==> src/rtl/ph_fifo_wr_arb.sv <==
// Write-port arbiter for the parasite-to-host FIFO: per-requester one-byte holding registers
// drained round-robin (or lowest-index-first when PH_ARB_FIXED_PRI_EN is defined) while the FIFO is not full.
module ph_fifo_wr_arb #(
    parameter int NREQ = 2,
    parameter int DW   = 8
) (
    input  logic              p_phi2,
    input  logic              h_rst_b,
    input  logic              flush,
    input  logic [NREQ-1:0]   req_valid,
    input  logic [NREQ*DW-1:0] req_data,
    output logic [NREQ-1:0]   req_ready,
    input  logic              fifo_full,
    output logic [DW-1:0]     fifo_din,
    output logic              fifo_wr_en,
    output logic [NREQ-1:0]   grant,
    output logic              busy
);
    localparam int PW = $clog2(NREQ);

    logic [NREQ-1:0] hold_valid;
    logic [DW-1:0]   hold_data [NREQ];
    logic [NREQ-1:0] eligible;
    logic [PW-1:0]   sel;
    logic            found;

`ifndef PH_ARB_FIXED_PRI_EN
    logic [PW-1:0]   rr_ptr;
    logic [PW-1:0]   rr_next;
`endif

    assign req_ready = ~hold_valid;
    assign busy      = |hold_valid;

    // Selection: first eligible index walking upward from the search base, wrapping at NREQ.
    always_comb begin
        logic [PW-1:0] cand;
        int            sum;
        eligible = fifo_full ? '0 : hold_valid;
        sel      = '0;
        found    = 1'b0;
        cand     = '0;
        sum      = 0;
        for (int k = 0; k < NREQ; k++) begin
`ifdef PH_ARB_FIXED_PRI_EN
            sum = k;
`else
            sum = int'(rr_ptr) + k;
            if (sum >= NREQ) sum = sum - NREQ;
`endif
            cand = PW'(sum);
            if (!found && eligible[cand]) begin
                found = 1'b1;
                sel   = cand;
            end
        end
    end

    always_comb begin
        grant = '0;
        for (int i = 0; i < NREQ; i++) begin
            grant[i] = found && (sel == PW'(i));
        end
        fifo_wr_en = found;
        fifo_din   = found ? hold_data[sel] : '0;
    end

`ifndef PH_ARB_FIXED_PRI_EN
    always_comb begin
        int nxt;
        nxt = int'(sel) + 1;
        if (nxt >= NREQ) nxt = 0;
        rr_next = PW'(nxt);
    end

    always_ff @(posedge p_phi2 or negedge h_rst_b) begin
        if (!h_rst_b) begin
            rr_ptr <= '0;
        end else if (flush) begin
            rr_ptr <= '0;
        end else if (fifo_wr_en) begin
            rr_ptr <= rr_next;
        end
    end
`endif

    // Drain and accept never hit the same slot on one edge: drain needs valid, accept needs empty.
    always_ff @(posedge p_phi2 or negedge h_rst_b) begin
        if (!h_rst_b) begin
            hold_valid <= '0;
            for (int i = 0; i < NREQ; i++) begin
                hold_data[i] <= '0;
            end
        end else begin
            for (int i = 0; i < NREQ; i++) begin
                if (flush) begin
                    hold_valid[i] <= 1'b0;
                end else if (fifo_wr_en && (sel == PW'(i))) begin
                    hold_valid[i] <= 1'b0;
                end else if (req_valid[i] && !hold_valid[i]) begin
                    hold_valid[i] <= 1'b1;
                    hold_data[i]  <= req_data[i*DW +: DW];
                end
            end
        end
    end

endmodule

==> config.mk <==
export PLATFORM = sky130hd
export DESIGN_NAME = ph_fifo_wr_arb
export DESIGN_NICKNAME = d
export VERILOG_FILES = /design/src/rtl/ph_fifo_wr_arb.sv
export SDC_FILE = /design/constraint.sdc
export NUM_CORES = 1
export LEC_CHECK = 0
export BUFFER_PORTS_ARGS = -buffer_cell sky130_fd_sc_hd__buf_2
export CAP_MARGIN = 20
export CORE_MARGIN = 3
export CORE_UTILIZATION = 42
export DETAILED_ROUTE_END_ITERATION = 8
export GPL_TIMING_DRIVEN = 0
export PLACE_DENSITY = 0.74
export SKIP_CTS_REPAIR_TIMING = 1
export SYNTH_ARGS = -nofsm -noshare
export SYNTH_HDL_FRONTEND = slang
export SYNTH_SLANG_ARGS = --single-unit
export TNS_END_PERCENT = 20
==> constraint.sdc <==
create_clock -name p_phi2 -period 1.45 [get_ports p_phi2]
set_clock_uncertainty 0.1 [all_clocks]
set_input_delay 0.29 -clock p_phi2 [delete_from_list [all_inputs] [get_ports p_phi2]]
set_output_delay 0.29 -clock p_phi2 [all_outputs]
set_load 0.01 [all_outputs]
Word level (Yosys, flattened, before mapping)
Cells that the tools add are included.

word-level totals
  bits in registers = 19
  input bits = 22
  output and inout bits = 14
  logic and storage cells = 59

cells by class
  add/sub/neg operators = 4
  order comparisons = 6
  multiplexer cells = 24
  bitwise logic cells = 6
  reduce and logical (&&, ||, !) cells = 14

operators with widths
  operator             count
  $mux 8               4
  $mux 1               19
  $ge 2x2->1 const B   3
  $reduce_and 3->1     2
  $reduce_bool 3->1    2
  $logic_and 1x1->1    5
  $add 1x1->2 const B  2
  $lt 1x2->1 const B   2
  $not 1->1            4
  $logic_not 1->1      3
  $ge 1x2->1 const B   1
  $mux 2               1
  $not 1->2            1
  $not 2->2            1
  $reduce_bool 2->1    1
  $reduce_or 2->1      1
  $sub 1x1->1 const B  2

Logic depth before layout (Yosys ltp)
Gate-level depths: netlist (run 1).

  depth after elaboration = 13
  mapped depth = 4
  depth with buffers taken out = 3

Worst setup path after synthesis (run 1)
OpenSTA, ideal clock, no wires.

  path kind = register -> output
  start = register hold_valid[0]
  end = output fifo_din[0]
  data arrival time = 977 ps
  slack = 83 ps
  stages on the path, launching flop included = 4
  path buffers = 0
  path through = dfrtp_1 > a21boi_2 > a32oi_1 > nor2_1

between the ends
  cells in the longest elaborated chain, start to end = 12
  elaborated cells between the ends (all ways) = 16
  classes of those cells = mux (13); bitwise (1); reduce/logical (2)

ends and longest elaborated chain
  what                                        RTL line  source
  start, declared                             21        logic [NREQ-1:0] hold_valid;
  start signal, assigned                      90        hold_valid <= '0;
  start signal, assigned by index             97        hold_valid[i] <= 1'b0;
  start signal, assigned by index             99        hold_valid[i] <= 1'b0;
  $mux 2 (*)                                  39        eligible = fifo_full ? '0 : hold_valid;
  $mux 1 (implied by the code) (2 in series)  52        if (!found && eligible[cand]) begin
  $mux 1                                      52
  $logic_not 1->1                             52
  $logic_and 1x1->1                           52
  $mux 1                                      52
  $not 1->2 (implied by the code)             65        fifo_din = found ? hold_data[sel] : '0;
  $mux 8 (implied by the code) (3 in series)  65
  $mux 8 (*)                                  65
  end, declared                               14        output logic [DW-1:0] fifo_din,

Every way passes the cells marked *; elsewhere a longest branch is shown, timed or not. The select of a mux whose other input is x is not followed.

Final worst setup path (run 1)
  start = register rr_ptr
  end = output fifo_din[0]

between the ends
  cells in the longest elaborated chain, start to end = 13
  elaborated cells between the ends (all ways) = 22
  classes of those cells = add/sub (3); order compare (2); mux (14); bitwise (1); reduce/logical (2)

ends and longest elaborated chain
  what                                              RTL line  source
  start, declared                                   28        logic [PW-1:0] rr_ptr;
  start signal, assigned                            82        rr_ptr <= rr_next;
  $ge 1x2->1 / $sub 1x1->1 (equally long branches)  49        if (sum >= NREQ) sum = sum - NREQ;
  $mux 1                                            49
  $mux 1 (implied by the code) (2 in series)        52
  $mux 1                                            52
  $logic_not 1->1                                   52
  $logic_and 1x1->1                                 52
  $mux 1                                            52
  $not 1->2 (implied by the code)                   65
  $mux 8 (implied by the code) (3 in series)        65
  $mux 8 (*)                                        65

Marked as above.

==> results of run 1 <==
worst max-delay path, delay by kind of cell (launching register included):
family                 cells  cell delay (ns)
flip-flops                 1             0.44
buffers and inverters      2             0.28
AND/OR/NAND/NOR            2             0.23
AO/OA/AOI/OAI              1             0.19
worst max-delay path by stage:
stage	from	end	slack, ns	cells after the start
floorplan	hold_valid[0]	fifo_din[0]	0.08	3
global placement	hold_valid[0]	fifo_din[0]	-0.1	4
detailed placement	hold_valid[0]	fifo_din[0]	-0.12	4
CTS	hold_valid[0]	fifo_din[0]	-0.48	4
global route	rr_ptr	fifo_din[0]	-0.46	5
finish	rr_ptr	fifo_din[0]	-0.38	5
stage by stage:
stage	cell area, µm²	setup TNS, ns	cells	setup WS, ns
after floorplan	891	0	71	0.0827
after global placement	1100	-0.804	133	-0.0952
after detailed placement	1100	-1.46	133	-0.122
after CTS	1130	-5.97	137	-0.482
after global routing	1230	-6.75	141	-0.463
final	1230	-4.63	141	-0.385
Yosys cell counts, drive strengths merged:
| cell | n | area share |
|---|---|---|
| a21boi | 1 | 0.013 |
| a21oi | 1 | 0.0056 |
| a2bb2oi | 1 | 0.0098 |
| a32oi | 8 | 0.079 |
| and2b | 1 | 0.0084 |
| buf | 2 | 0.011 |
| clkbuf | 1 | 0.0042 |
| dfrtp | 19 | 0.53 |
| inv | 2 | 0.0084 |
| mux2 | 16 | 0.20 |
| nand2 | 1 | 0.0042 |
| nand2b | 2 | 0.014 |
| nor2 | 11 | 0.046 |
| nor2b | 1 | 0.0070 |
| nor3 | 2 | 0.011 |
| nor3b | 2 | 0.042 |
power by group through the flow:
stage | registers, mW | clock network (mW) | logic, mW
final | 0.691 | 0.265 | 0.321
after global placement | 0.692 | 0 | 0.270
after CTS | 0.686 | 0.278 | 0.280
after detailed placement | 0.697 | 0 | 0.279
after global routing | 0.706 | 0.301 | 0.349
after floorplan | 0.672 | 0 | 0.186
metal layers:
metal	GRT usage	vias to the layer above	part of all wire	wire length (µm)
li1	-	348	-	-
met1	0.185	377	0.41	840
met2	0.230	37	0.47	949
met3	0.0372	5	0.093	190
met4	0.0786	0	0.026	53
met5	0	-	0	0
cell type report:
cell class | count | area share
Buffer | 3 | 0.0214
Clock buffer | 4 | 0.0214
Inverter | 2 | 0.00815
Multi-Input combinational cell | 48 | 0.357
Sequential cell | 19 | 0.390
Tap cell | 27 | 0.0275
Timing Repair Buffer | 38 | 0.174
logic make-up after synthesis:
logic type,share of synthesized area
muxes,0.202
buffers and inverters,0.0239
DFF,0.534
and+or+nand+nor,0.133
AOI/OAI and AO/OA,0.107
registers in the layout, summed over array words and instances, names as in the netlist:
signal,count
hold_valid,2
rr_ptr,1
hold_data,16
==> flow_summary.yaml, run 1 <==
critical_path:
  end_kind: "output pin"
  critPathRequiredTime_ns: 1.06
  worst_r2r_path_depth: 2
  setup.worst_path.class: "flop to output pin"
  crit_fanout: 5
  max_stage_delay_ns: 0.44
  cp.arrival_ns: 1.44
  r2r-start: "hold_valid[1]"
  slowest_stage: "dfrtp_2"
  crit_chain: "nand2b_4 -> buf_6 -> a32oi_1 -> nor2_1 -> buf_2"
  r2r_end: "hold_data[1]"
  start_kind: "flop"
  regToRegSetupSlack_ns: -0.07
cts:
  cts_buffer_depth: 2
  clk_latency_ns: 0.30
  htreeDepth: 1
  cts_tree: "built"
  cts_buffers: 3
  clk_transition_reported_paths_ns: 0.10
  cts.sinks: 19
  cts_root_buf: "clkbuf_4"
route:
  vias: 767
  drtIter0Drc: 7
  routedWlPerCell_um: 14.4
  drt-pass1-iter-count: 6
  wl_um: 2030
  vias_per_cell: 5.44
  ant_nets: 0
  route.detailed.drc: 0
global_routing:
  antenna_found_initial: 0
  grt_remaining_overflow: 0
  grt_pass1_vias: 661
  grt_start_max_net_pins: 20
  grt_pass1_wl_um: 2860
  grt.total_usage: 0.147
power:
  p_total_mw: 1.28
  p_leak_nw: 0.574
  switching_share: 0.283
  ir_drop_v: 0.000807
  seqPwrFrac: 0.541
  p_int_mw: 0.916
  p_sw_mw: 0.361
  combPwrFrac: 0.251
  powerDensity_mw_per_mm2: 1040
  p_clk_frac: 0.207
finish:
  fillers: 177
  nets: 137
  layout-drive-gt1-share: 0.605
  multi_input_area_um2: 439
  syn_to_final_growth_pct: 37.9
  ff_latch_area_um2: 479
  layout_common_cells: "buf_2, dfrtp_1, mux2_2, nor2_1, a32oi_1"
  antenna-diode-count: 0
  final_common_cell: "buf_2"
  final_core_util: 0.620
sta:
  fmax_ghz: 0.545
  tightest_slew_ns: 0.453
  slew_headroom: 0.698
  fin_ws_ns: -0.385
  hold_violations: 0
  fin_crit_ns: 1.83
  drv_slew: 0
  setup_viol: 29
  rsz0062_at_grt: "true"
  fin_crit_sh: 1.27
  worst_hold_slack_ns: 0.113
synthesis:
  synth_nets: 93
  ys_seq_area_frac: 0.534
  post_synth_num_cell_types: 16
  synth_seq_cells: 19
  syn-cell-area_um2: 891
  yosys_warnings: 0
  netlist_instances: 71
  synth_area_per_cell_um2: 12.5
worst_hold_path:
  hold_path.class: "input pin to flop"
  min_delay_path_depth: 2
  hold_path_end: "hold_data[6]"
  hold_start: "req_data[14]"
floorplanning:
  rows: 16
  fp.dieW_um: 52.1
  coreArea_mm2: 0.00198
  ios: 36
  initial_core_util: 0.449
  die_area_mm2: 0.00271
  die_y_um: 52.1
job:
  drv_cap: 0
place:
  gp_congestion: 0.754
  dp_hpwl_um: 1450
  port_buffers: 35
status:
  violations: "setup timing"
  outcome: "finished with violations"
(Power assumes the default switching activity.)
==> run 2, diff against run 1 <==
--- a/config.mk
+++ b/config.mk
@@ -12,7 +12,6 @@
 export DETAILED_ROUTE_END_ITERATION = 8
 export GPL_TIMING_DRIVEN = 0
 export PLACE_DENSITY = 0.74
-export SKIP_CTS_REPAIR_TIMING = 1
 export SYNTH_ARGS = -nofsm -noshare
 export SYNTH_HDL_FRONTEND = slang
 export SYNTH_SLANG_ARGS = --single-unit
==> run 2 against run 1 <==
Effect of this change: the run still ends with setup timing left; utilization up 0.82 points; total power increased by 1.0%; fmax rose by 0.98%; die area unchanged; sequential share of layout area shrank 0.61 points; final cell count stayed put; sequential power about the same; worst hold slack improved by 0.00076 ns; register-to-register slack lost 0.12 ns; highest routed layer unchanged.
==> flow_summary.yaml, run 2 (synthesis results as in run 1) <==
sta:
  fin_crit_sh: 1.25
  fin_ws_ns: -0.367
  rsz0062_at_grt: "true"
  fmax_ghz: 0.550
  setup_tns_ns: -6.24
  tightest_slew_ns: 0.456
  hold_violations: 0
  setup_viol: 29
  drv_slew: 0
  slew_headroom: 0.696
  fin_crit_ns: 1.82
critical_path:
  worstSetupStartpoint: "rr_ptr"
  worst_r2r_path_depth: 3
  r2r_end: "hold_data[15]"
  start_kind: "flop"
  crit_fanout: 5
  endpoint: "fifo_din[7]"
  r2r-start: "hold_valid[0]"
  critPathRequiredTime_ns: 1.06
  end_kind: "output pin"
  cp.arrival_ns: 1.43
  setup.worst_path.class: "flop to output pin"
  regToRegSetupSlack_ns: -0.19
finish:
  antenna-diode-count: 0
  layout-drive-gt1-share: 0.605
  nets: 137
  regMostFlops: "hold_data"
  final_common_cell: "buf_2"
  top_regs: "hold_data (16), hold_valid (2), rr_ptr (1)"
  largest_reg_flops: 16
  final_core_util: 0.628
  finalInstanceArea_mm2: 0.00124
  syn_to_final_growth_pct: 39.7
  layout_common_cells: "buf_2, dfrtp_1, mux2_2, nor2_1, a32oi_1"
status:
  violations: "setup timing"
  outcome: "finished with violations"
floorplanning:
  die_y_um: 52.1
  rows: 16
  ios: 36
  fp.dieW_um: 52.1
  coreArea_mm2: 0.00198
  die_area_mm2: 0.00271
  initial_core_util: 0.449
route:
  drtIter0Drc: 6
  routedWlPerCell_um: 15.0
  route.detailed.drc: 0
  vias: 737
  vias_per_cell: 5.23
  drt-pass1-iter-count: 3
  ant_nets: 0
  wl_um: 2110
cts:
  cts_buffer_depth: 2
  cts_buffers: 3
  htreeDepth: 1
  clk_latency_ns: 0.30
  cts.sinks: 19
  clk_transition_reported_paths_ns: 0.10
  cts_tree: "built"
  cts_root_buf: "clkbuf_4"
global_routing:
  grt_pass1_wl_um: 3130
  grt_start_max_net_pins: 20
  grt_pass1_vias: 702
  grt.total_usage: 0.163
  grt_remaining_overflow: 0
  antenna_found_initial: 0
worst_hold_path:
  hold_path.class: "input pin to flop"
place:
  gp_congestion: 0.754
  dp_hpwl_um: 1450
  dpl_cell_area_mm2: 0.00110
  port_buffers: 35
power:
  p_total_mw: 1.29
  ir_drop_v: 0.000831
  powerDensity_mw_per_mm2: 1040
  p_leak_nw: 0.583
job:
  drv_cap: 0
run 2: cell counts in the layout (fill, tap and decap cells not counted):
No cell type changed its count.
run 2: worst min-delay path by stage:
stage                 startpoint            end  slack [ns]  cells after the start
detailed placement       h_rst_b   hold_data[1]        0.15                      1
global placement         h_rst_b   hold_data[1]        0.14                      1
finish               req_data[5]  hold_data[13]        0.11                      2
CTS                  req_data[5]  hold_data[13]        0.10                      2
floorplan                h_rst_b   hold_data[0]       -0.11                      0
global route        req_data[12]   hold_data[4]        0.10                      2
run 2: where the power goes:
group | switching (mW) | total (mW) | internal (mW)
Sequential | 0.0693 | 0.694 | 0.625
Clock | 0.158 | 0.266 | 0.107
Combinational | 0.142 | 0.331 | 0.189
run 2: area by class of cell:
type	count	area (µm²)
clock buffer	4	26.3
buffer	2	15.0
sequential	19	478
inverter	2	10.0
tap	27	33.8
fill	169	737
multi-input combinational	48	454
timing repair buffer	39	228
run 2: worst max-delay path, stage by stage, from the launching register on:
cell and delay [ns]:
dfrtp_1 0.43, buf_6 0.15, a21boi_4 0.20, a32oi_2 0.07
nor2_1 0.12, buf_2 0.15
run 2: metrics by stage:
stage	cells	hold slack [ns]	setup WS, ns
after global placement	133	0.144	-0.0952
after detailed placement	133	0.150	-0.122
after CTS	141	0.104	-0.322
after floorplan	71	-0.106	0.0827
after global routing	141	0.100	-0.453
final	141	0.114	-0.367
run 2: metal layers:
metal / track usage / wire, µm
met1: 0.190 / 886
met2: 0.278 / 1030
met5: 0 / 0
met3: 0.0372 / 164
met4: 0.0786 / 31
run 2: repair_timing:
action	CTS	global route
hold buffers	1	0
gates cloned	1	0
endpoints found under the setup margin	29	30
resized for setup	13	7
pin swaps	7	7
buffers inserted	2	1
hold endpoints to repair	19	0
